## src/rtl/axi4_pkg.sv

```systemverilog
// Package for the LSU AXI4 initiator.
// Holds the AXI burst, response and size encodings, the FSM state type and
// a helper that flags requests whose address does not match their size.
package axi4_pkg;

  localparam logic [1:0] AXI_BURST_INCR = 2'b01;

  localparam logic [1:0] RESP_OKAY   = 2'b00;
  localparam logic [1:0] RESP_EXOKAY = 2'b01;
  localparam logic [1:0] RESP_SLVERR = 2'b10;
  localparam logic [1:0] RESP_DECERR = 2'b11;

  localparam logic [2:0] SIZE_B = 3'd0;
  localparam logic [2:0] SIZE_H = 3'd1;
  localparam logic [2:0] SIZE_W = 3'd2;

  typedef enum logic [2:0] {
    ST_IDLE    = 3'd0,
    ST_RD_ADDR = 3'd1,
    ST_RD_DATA = 3'd2,
    ST_WR_REQ  = 3'd3,
    ST_WR_RESP = 3'd4
  } lsu_state_t;

  // Sizes above a word are not supported and count as misaligned.
  function automatic logic misaligned(input logic [1:0] addr_lo, input logic [2:0] size);
    return (size > SIZE_W) ||
           ((size == SIZE_H) && addr_lo[0]) ||
           ((size == SIZE_W) && (addr_lo != 2'b00));
  endfunction

endpackage

```

## src/rtl/axi4_lsu_master.sv

```systemverilog
// axi4_lsu_master: single-outstanding AXI4 initiator for LSU load/store traffic.
// One single-beat request in, one AXI4 transaction out, one rsp_valid pulse back.
//
// Optional build macro: AXI_MASTER_ALIGN_CHECK_EN
//   defined   - misaligned / oversized requests are answered locally with
//               rsp_err=1 the cycle after acceptance, no AXI traffic.
//   undefined - every request is forwarded; the target decides.
//
// Ports:
//   clock, reset              single clock, synchronous active-high reset
//   req_*                     LSU request (valid/ready, wen, addr, size, wdata, wstrb)
//   rsp_valid/rdata/err       one-cycle response pulse
//   M_AXI_AR*/R*              read address / read data channels
//   M_AXI_AW*/W*/B*           write address / write data / write response channels
//
// state      | meaning
// -----------+---------------------------------------------------------
// ST_IDLE    | req_ready=1, waiting for a request
// ST_RD_ADDR | ARVALID held until ARREADY
// ST_RD_DATA | RREADY held until the single R beat
// ST_WR_REQ  | AWVALID and WVALID raised together, each drops on its handshake
// ST_WR_RESP | BREADY held until BVALID
module axi4_lsu_master
  import axi4_pkg::*;
#(
  parameter int              ADDR_W = 32,
  parameter int              DATA_W = 32,
  parameter int              ID_W   = 4,
  parameter logic [ID_W-1:0] AXI_ID = 4'h1
) (
  input  logic                clock,
  input  logic                reset,
  input  logic                req_valid,
  output logic                req_ready,
  input  logic                req_wen,
  input  logic [ADDR_W-1:0]   req_addr,
  input  logic [2:0]          req_size,
  input  logic [DATA_W-1:0]   req_wdata,
  input  logic [DATA_W/8-1:0] req_wstrb,
  output logic                rsp_valid,
  output logic [DATA_W-1:0]   rsp_rdata,
  output logic                rsp_err,
  output logic [ADDR_W-1:0]   M_AXI_ARADDR,
  output logic                M_AXI_ARVALID,
  input  logic                M_AXI_ARREADY,
  output logic [ID_W-1:0]     M_AXI_ARID,
  output logic [7:0]          M_AXI_ARLEN,
  output logic [2:0]          M_AXI_ARSIZE,
  output logic [1:0]          M_AXI_ARBURST,
  input  logic [DATA_W-1:0]   M_AXI_RDATA,
  input  logic [1:0]          M_AXI_RRESP,
  input  logic                M_AXI_RVALID,
  output logic                M_AXI_RREADY,
  input  logic                M_AXI_RLAST,
  input  logic [ID_W-1:0]     M_AXI_RID,
  output logic [ADDR_W-1:0]   M_AXI_AWADDR,
  output logic                M_AXI_AWVALID,
  input  logic                M_AXI_AWREADY,
  output logic [ID_W-1:0]     M_AXI_AWID,
  output logic [7:0]          M_AXI_AWLEN,
  output logic [2:0]          M_AXI_AWSIZE,
  output logic [1:0]          M_AXI_AWBURST,
  output logic [DATA_W-1:0]   M_AXI_WDATA,
  output logic [DATA_W/8-1:0] M_AXI_WSTRB,
  output logic                M_AXI_WVALID,
  output logic                M_AXI_WLAST,
  input  logic                M_AXI_WREADY,
  input  logic [1:0]          M_AXI_BRESP,
  input  logic                M_AXI_BVALID,
  output logic                M_AXI_BREADY,
  input  logic [ID_W-1:0]     M_AXI_BID
);

  lsu_state_t          r_state;
  logic [ADDR_W-1:0]   r_addr;
  logic [2:0]          r_size;
  logic [DATA_W-1:0]   r_wdata;
  logic [DATA_W/8-1:0] r_wstrb;
  logic                r_arvalid, r_rready, r_awvalid, r_wvalid, r_bready;
  logic                r_aw_done, r_w_done;
  logic                r_rsp_valid, r_rsp_err;
  logic [DATA_W-1:0]   r_rsp_rdata;

  logic w_accept, w_ar_hs, w_r_hs, w_aw_hs, w_w_hs, w_b_hs;
  logic w_aw_fin, w_w_fin, w_bad_align;

  assign req_ready = (r_state == ST_IDLE) && !reset;
  assign w_accept  = req_valid && req_ready;
  assign w_ar_hs   = r_arvalid && M_AXI_ARREADY;
  assign w_r_hs    = r_rready  && M_AXI_RVALID;
  assign w_aw_hs   = r_awvalid && M_AXI_AWREADY;
  assign w_w_hs    = r_wvalid  && M_AXI_WREADY;
  assign w_b_hs    = r_bready  && M_AXI_BVALID;
  // A channel is finished if it completed earlier or completes this cycle.
  assign w_aw_fin  = r_aw_done || w_aw_hs;
  assign w_w_fin   = r_w_done  || w_w_hs;

`ifdef AXI_MASTER_ALIGN_CHECK_EN
  assign w_bad_align = misaligned(req_addr[1:0], req_size);
`else
  assign w_bad_align = 1'b0;
`endif

  always_ff @(posedge clock) begin
    if (reset) begin
      r_state     <= ST_IDLE;
      r_addr      <= '0;
      r_size      <= '0;
      r_wdata     <= '0;
      r_wstrb     <= '0;
      r_arvalid   <= 1'b0;
      r_rready    <= 1'b0;
      r_awvalid   <= 1'b0;
      r_wvalid    <= 1'b0;
      r_bready    <= 1'b0;
      r_aw_done   <= 1'b0;
      r_w_done    <= 1'b0;
      r_rsp_valid <= 1'b0;
      r_rsp_err   <= 1'b0;
      r_rsp_rdata <= '0;
    end else begin
      r_rsp_valid <= 1'b0;
      case (r_state)
        ST_IDLE: begin
          if (w_accept) begin
            r_addr  <= req_addr;
            r_size  <= req_size;
            r_wdata <= req_wdata;
            r_wstrb <= req_wstrb;
            if (w_bad_align) begin
              r_rsp_valid <= 1'b1;
              r_rsp_err   <= 1'b1;
              r_rsp_rdata <= '0;
            end else if (req_wen) begin
              r_awvalid <= 1'b1;
              r_wvalid  <= 1'b1;
              r_aw_done <= 1'b0;
              r_w_done  <= 1'b0;
              r_state   <= ST_WR_REQ;
            end else begin
              r_arvalid <= 1'b1;
              r_state   <= ST_RD_ADDR;
            end
          end
        end
        ST_RD_ADDR: begin
          if (w_ar_hs) begin
            r_arvalid <= 1'b0;
            r_rready  <= 1'b1;
            r_state   <= ST_RD_DATA;
          end
        end
        ST_RD_DATA: begin
          if (w_r_hs) begin
            r_rready    <= 1'b0;
            r_rsp_valid <= 1'b1;
            r_rsp_rdata <= M_AXI_RDATA;
            // Single-beat burst: a missing RLAST or foreign ID is a protocol error.
            r_rsp_err   <= M_AXI_RRESP[1] || !M_AXI_RLAST || (M_AXI_RID != AXI_ID);
            r_state     <= ST_IDLE;
          end
        end
        ST_WR_REQ: begin
          if (w_aw_hs) begin
            r_awvalid <= 1'b0;
            r_aw_done <= 1'b1;
          end
          if (w_w_hs) begin
            r_wvalid <= 1'b0;
            r_w_done <= 1'b1;
          end
          if (w_aw_fin && w_w_fin) begin
            r_aw_done <= 1'b0;
            r_w_done  <= 1'b0;
            r_bready  <= 1'b1;
            r_state   <= ST_WR_RESP;
          end
        end
        ST_WR_RESP: begin
          if (w_b_hs) begin
            r_bready    <= 1'b0;
            r_rsp_valid <= 1'b1;
            r_rsp_rdata <= '0;
            r_rsp_err   <= M_AXI_BRESP[1] || (M_AXI_BID != AXI_ID);
            r_state     <= ST_IDLE;
          end
        end
        default: r_state <= ST_IDLE;
      endcase
    end
  end

  assign rsp_valid     = r_rsp_valid;
  assign rsp_rdata     = r_rsp_rdata;
  assign rsp_err       = r_rsp_err;

  assign M_AXI_ARADDR  = r_addr;
  assign M_AXI_ARVALID = r_arvalid;
  assign M_AXI_ARID    = AXI_ID;
  assign M_AXI_ARLEN   = 8'd0;
  assign M_AXI_ARSIZE  = r_size;
  assign M_AXI_ARBURST = AXI_BURST_INCR;
  assign M_AXI_RREADY  = r_rready;

  assign M_AXI_AWADDR  = r_addr;
  assign M_AXI_AWVALID = r_awvalid;
  assign M_AXI_AWID    = AXI_ID;
  assign M_AXI_AWLEN   = 8'd0;
  assign M_AXI_AWSIZE  = r_size;
  assign M_AXI_AWBURST = AXI_BURST_INCR;
  assign M_AXI_WDATA   = r_wdata;
  assign M_AXI_WSTRB   = r_wstrb;
  assign M_AXI_WVALID  = r_wvalid;
  assign M_AXI_WLAST   = 1'b1;
  assign M_AXI_BREADY  = r_bready;

endmodule

```

## config.mk

```make
export PLATFORM = sky130hd
export DESIGN_NAME = axi4_lsu_master
export DESIGN_NICKNAME = d
export VERILOG_FILES = /design/src/rtl/axi4_pkg.sv /design/src/rtl/axi4_lsu_master.sv
export SDC_FILE = /design/constraint.sdc
export NUM_CORES = 1
export LEC_CHECK = 0
export CAP_MARGIN = 20
export CORE_UTILIZATION = 38
export CTS_CLUSTER_DIAMETER = 30
export DETAILED_ROUTE_END_ITERATION = 10
export PLACE_DENSITY = 0.81
export SKIP_LAST_GASP = 1
export SYNTH_ARGS = -nofsm -noshare
export SYNTH_HDL_FRONTEND = slang
export SYNTH_SLANG_ARGS = --single-unit
```

## constraint.sdc

```tcl
create_clock -name clock -period 2.2 [get_ports clock]
set_input_delay 0.55 -clock clock [delete_from_list [all_inputs] [get_ports clock]]
set_output_delay 0.55 -clock clock [all_outputs]
set_load 0.05 [all_outputs]
```

==> run metrics <==
Final Cell Area=~8200 µm²; Static Leak=~0.0032 µW; Boundary Pins=300; final routed wire length divided by cell count=approximately 13 µm; CP arrival=around 1.6 ns; count of endpoints failing setup in the final report=0; final period utilization=just under 100%; Setup Buffers After CTS=0; final-layout worst hold slack=~0.47 ns; transition time at the pin with the least slew margin=between 0.5 and 0.6 ns; final critical path time including I/O delays and setup=2.15 ns; kind of critical path=flop to output port; average cell area after synthesis=a little over 8 µm²; relative max-transition margin=between 60% and 70%; total clock sinks=~120; largest net degree at the start of global routing=between 70 and 80; Antenna Diode Count=0; maximum clock path buffer count=2; number of clock buffers inserted by TritonCTS=17; latest clock arrival within the worst-skew pair=roughly 0.4 ns; type of the most critical hold path=flop to flop; DIE WIDTH=between 100 and 150 µm; fraction of final layout cells sized beyond drive strength 1=under 10%; delay-heaviest family, CP=buffers and inverters; CTS Root Cell=sky130_fd_sc_hd__clkbuf_16; DRC Markers=0; detailed-routing iteration count for the pre-antenna-repair pass=4; Routed WL=roughly 14000 µm; clk_skew=a little over 0.009 ns; fmax=465 MHz; synthesized area=slightly above 5000 µm²; leading cell types in the layout, fill and taps excluded=sky130_fd_sc_hd__clkdlybuf4s50_1 (254), sky130_fd_sc_hd__o21ai_0 (138), sky130_fd_sc_hd__dfxtp_1 (115), sky130_fd_sc_hd__nand2_1 (113), sky130_fd_sc_hd__nand2b_1 (73); CTS hold repair buffers=0; RSZ-0062 raised after global routing=false; initial core utilization=between 30% and 40%; vias post-DR=~4800; clock slew at the register clock pins of the worst setup and hold paths=roughly 0.050 ns; antenna-violating nets left=0; clock tree from TritonCTS=yes; portion of the post-synthesis area used by sequential elements=45.0%; Max IR drop VDD=approximately 0.00043 V; type of destination of the critical path=output port; initial antenna violation count=0; Setup TNS=0 ns; per-cell via count in the routed design=4.57; residual overflow from global routing=0; total number of nets in the final design=983; PortBufs=268; number of storage elements in the synthesis netlist=roughly 120; wire length of the first global-routing pass=22400 µm; cell count after synthesis=between 600 and 700; number of global-route vias before repair=roughly 4400; total power=around 6600 µW; FP Rows=42; Iteration-0 DRC Markers=~270; largest fanout of any net on the critical path=3; worst path required time=roughly 1.7 ns; DP HPWL=10200 µm; max-slew violation count=0; distinct cell type count of the synthesized netlist=34; cell with the largest stage delay on the worst path=sky130_fd_sc_hd__clkdlybuf4s50_1; chain of cells forming the critical path=clkdlybuf4s50_1; leading cell type in the layout, fill and taps excluded=sky130_fd_sc_hd__clkdlybuf4s50_1; areal power density over the cells=about 800 nW/µm²; final hold violation count=0; Area growth syn-to-layout=61.1%; Final Wtd Congestion=0.814; Maximum Capacitance Violations=0; outcome=finished clean; YS warnings=0; critical path buffer and inverter count=1; critical path launch point type=flop; Die Footprint=13900 µm²; floorplan die height=118 µm; slowest stage delay, CP=0.82 ns; htree depth=4; core footprint=13200 µm²; standard cell area after detailed placement=7670 µm²; overall global routing resource usage=20.5%
==> worst paths after layout <==
path         cells after the start                          to  slack (ns)                     startpoint
max                              1            M_AXI_AWADDR[18]        0.05  M_AXI_ARADDR[18]$_SDFFE_PP0P_
min                              2        rsp_err$_SDFFE_PP0P_        0.47           rsp_err$_SDFFE_PP0P_
max reg2reg                      5  rsp_rdata[30]$_SDFFE_PP0P_        0.40        r_state[0]$_SDFFE_PP0P_
min reg2reg                      2        rsp_err$_SDFFE_PP0P_        0.47           rsp_err$_SDFFE_PP0P_
==> synthesized netlist by cell type, drive strengths merged <==
cell type | count | area [µm²]
clkbuf | 31 | 121
nor2 | 10 | 37.5
buf | 76 | 559
inv | 1 | 3.75
nor4b | 1 | 8.76
o21ai | 141 | 709
a22o | 2 | 17.5
a22oi | 2 | 15.0
o211ai | 1 | 7.51
nand2b | 74 | 470
nand3 | 1 | 5.00
a21oi | 12 | 60.1
a311oi | 1 | 15.0
nand4bb | 1 | 11.3
nor3b | 2 | 31.3
nor2b | 32 | 200
a2111o | 1 | 11.3
and3b | 1 | 8.76
and2 | 1 | 6.26
dfxtp | 115 | 2300
a211o | 1 | 8.76
a211oi | 2 | 15.0
nor3 | 3 | 15.0
nand2 | 113 | 424
nor4 | 4 | 40.0
conb | 2 | 7.51
==> report_power, final <==
| part | leakage (µW) | switching, µW | internal [µW] |
|---|---|---|---|
| registers | 0.000940 | 90.1 | 2230 |
| logic | 0.00194 | 1070 | 625 |
| clock network | 0.000274 | 894 | 1700 |
| total | 0.00315 | 2050 | 4550 |
==> cell families after synthesis <==
| logic type | Yosys count | share of synthesized area, % |
|---|---|---|
| AOI/OAI and AO/OA | 163 | 16.8 |
| buffers and inverters | 108 | 13.4 |
| DFF | 115 | 45.0 |
| other | 2 | 0.147 |
| and+or+nand+nor | 243 | 24.6 |
==> worst min-delay path, stage by stage, from the launching register on <==
cell                      delay [ns]
sky130_fd_sc_hd__dfxtp_1        0.30
sky130_fd_sc_hd__o21ai_0        0.06
sky130_fd_sc_hd__a21oi_1        0.06
==> through the flow <==
step | utilization [%] | std cells | setup WS, ns
detailed placement | 58.1 | 1015 | 0.0950
floorplan | - | 658 | 0.00240
global placement | 58.1 | 1015 | 0.0964
global route | 62.4 | 1045 | 0.00271
CTS | 62.3 | 1045 | 0.00273
finish | 62.4 | 1045 | 0.0507
==> flip-flops by register name (all words and copies together), names as in the netlist, 3 cells and up <==
register,cells
M_AXI_ARADDR,32
M_AXI_WDATA,32
rsp_rdata,32
M_AXI_WSTRB,4
M_AXI_ARSIZE,3
r_state,3
==> per-layer routing <==
layer / track usage (%) / part of all wire (%)
met1: 22.2 / 40
met5: 0 / 0
met4: 7.21 / 0.65
met2: 36.2 / 52
met3: 7.95 / 7.6
==> timing repair <==
action,4_1_cts,5_1_grt
endpoints found under the hold margin,0,0
cloned,0,0
pin swaps,0,0
endpoints found under the setup margin,1,8
resized for setup,1,7
==> area by class of cell <==
type,count,area (µm²)
inverter,1,3.75
sequential,115,2300
timing repair buffer,288,2910
tap,176,220
clock buffer,24,472
fill,1138,4960
clock inverter,6,80.1
multi-input combinational,435,2250
Note: power is estimated with default switching activity, not from simulation.
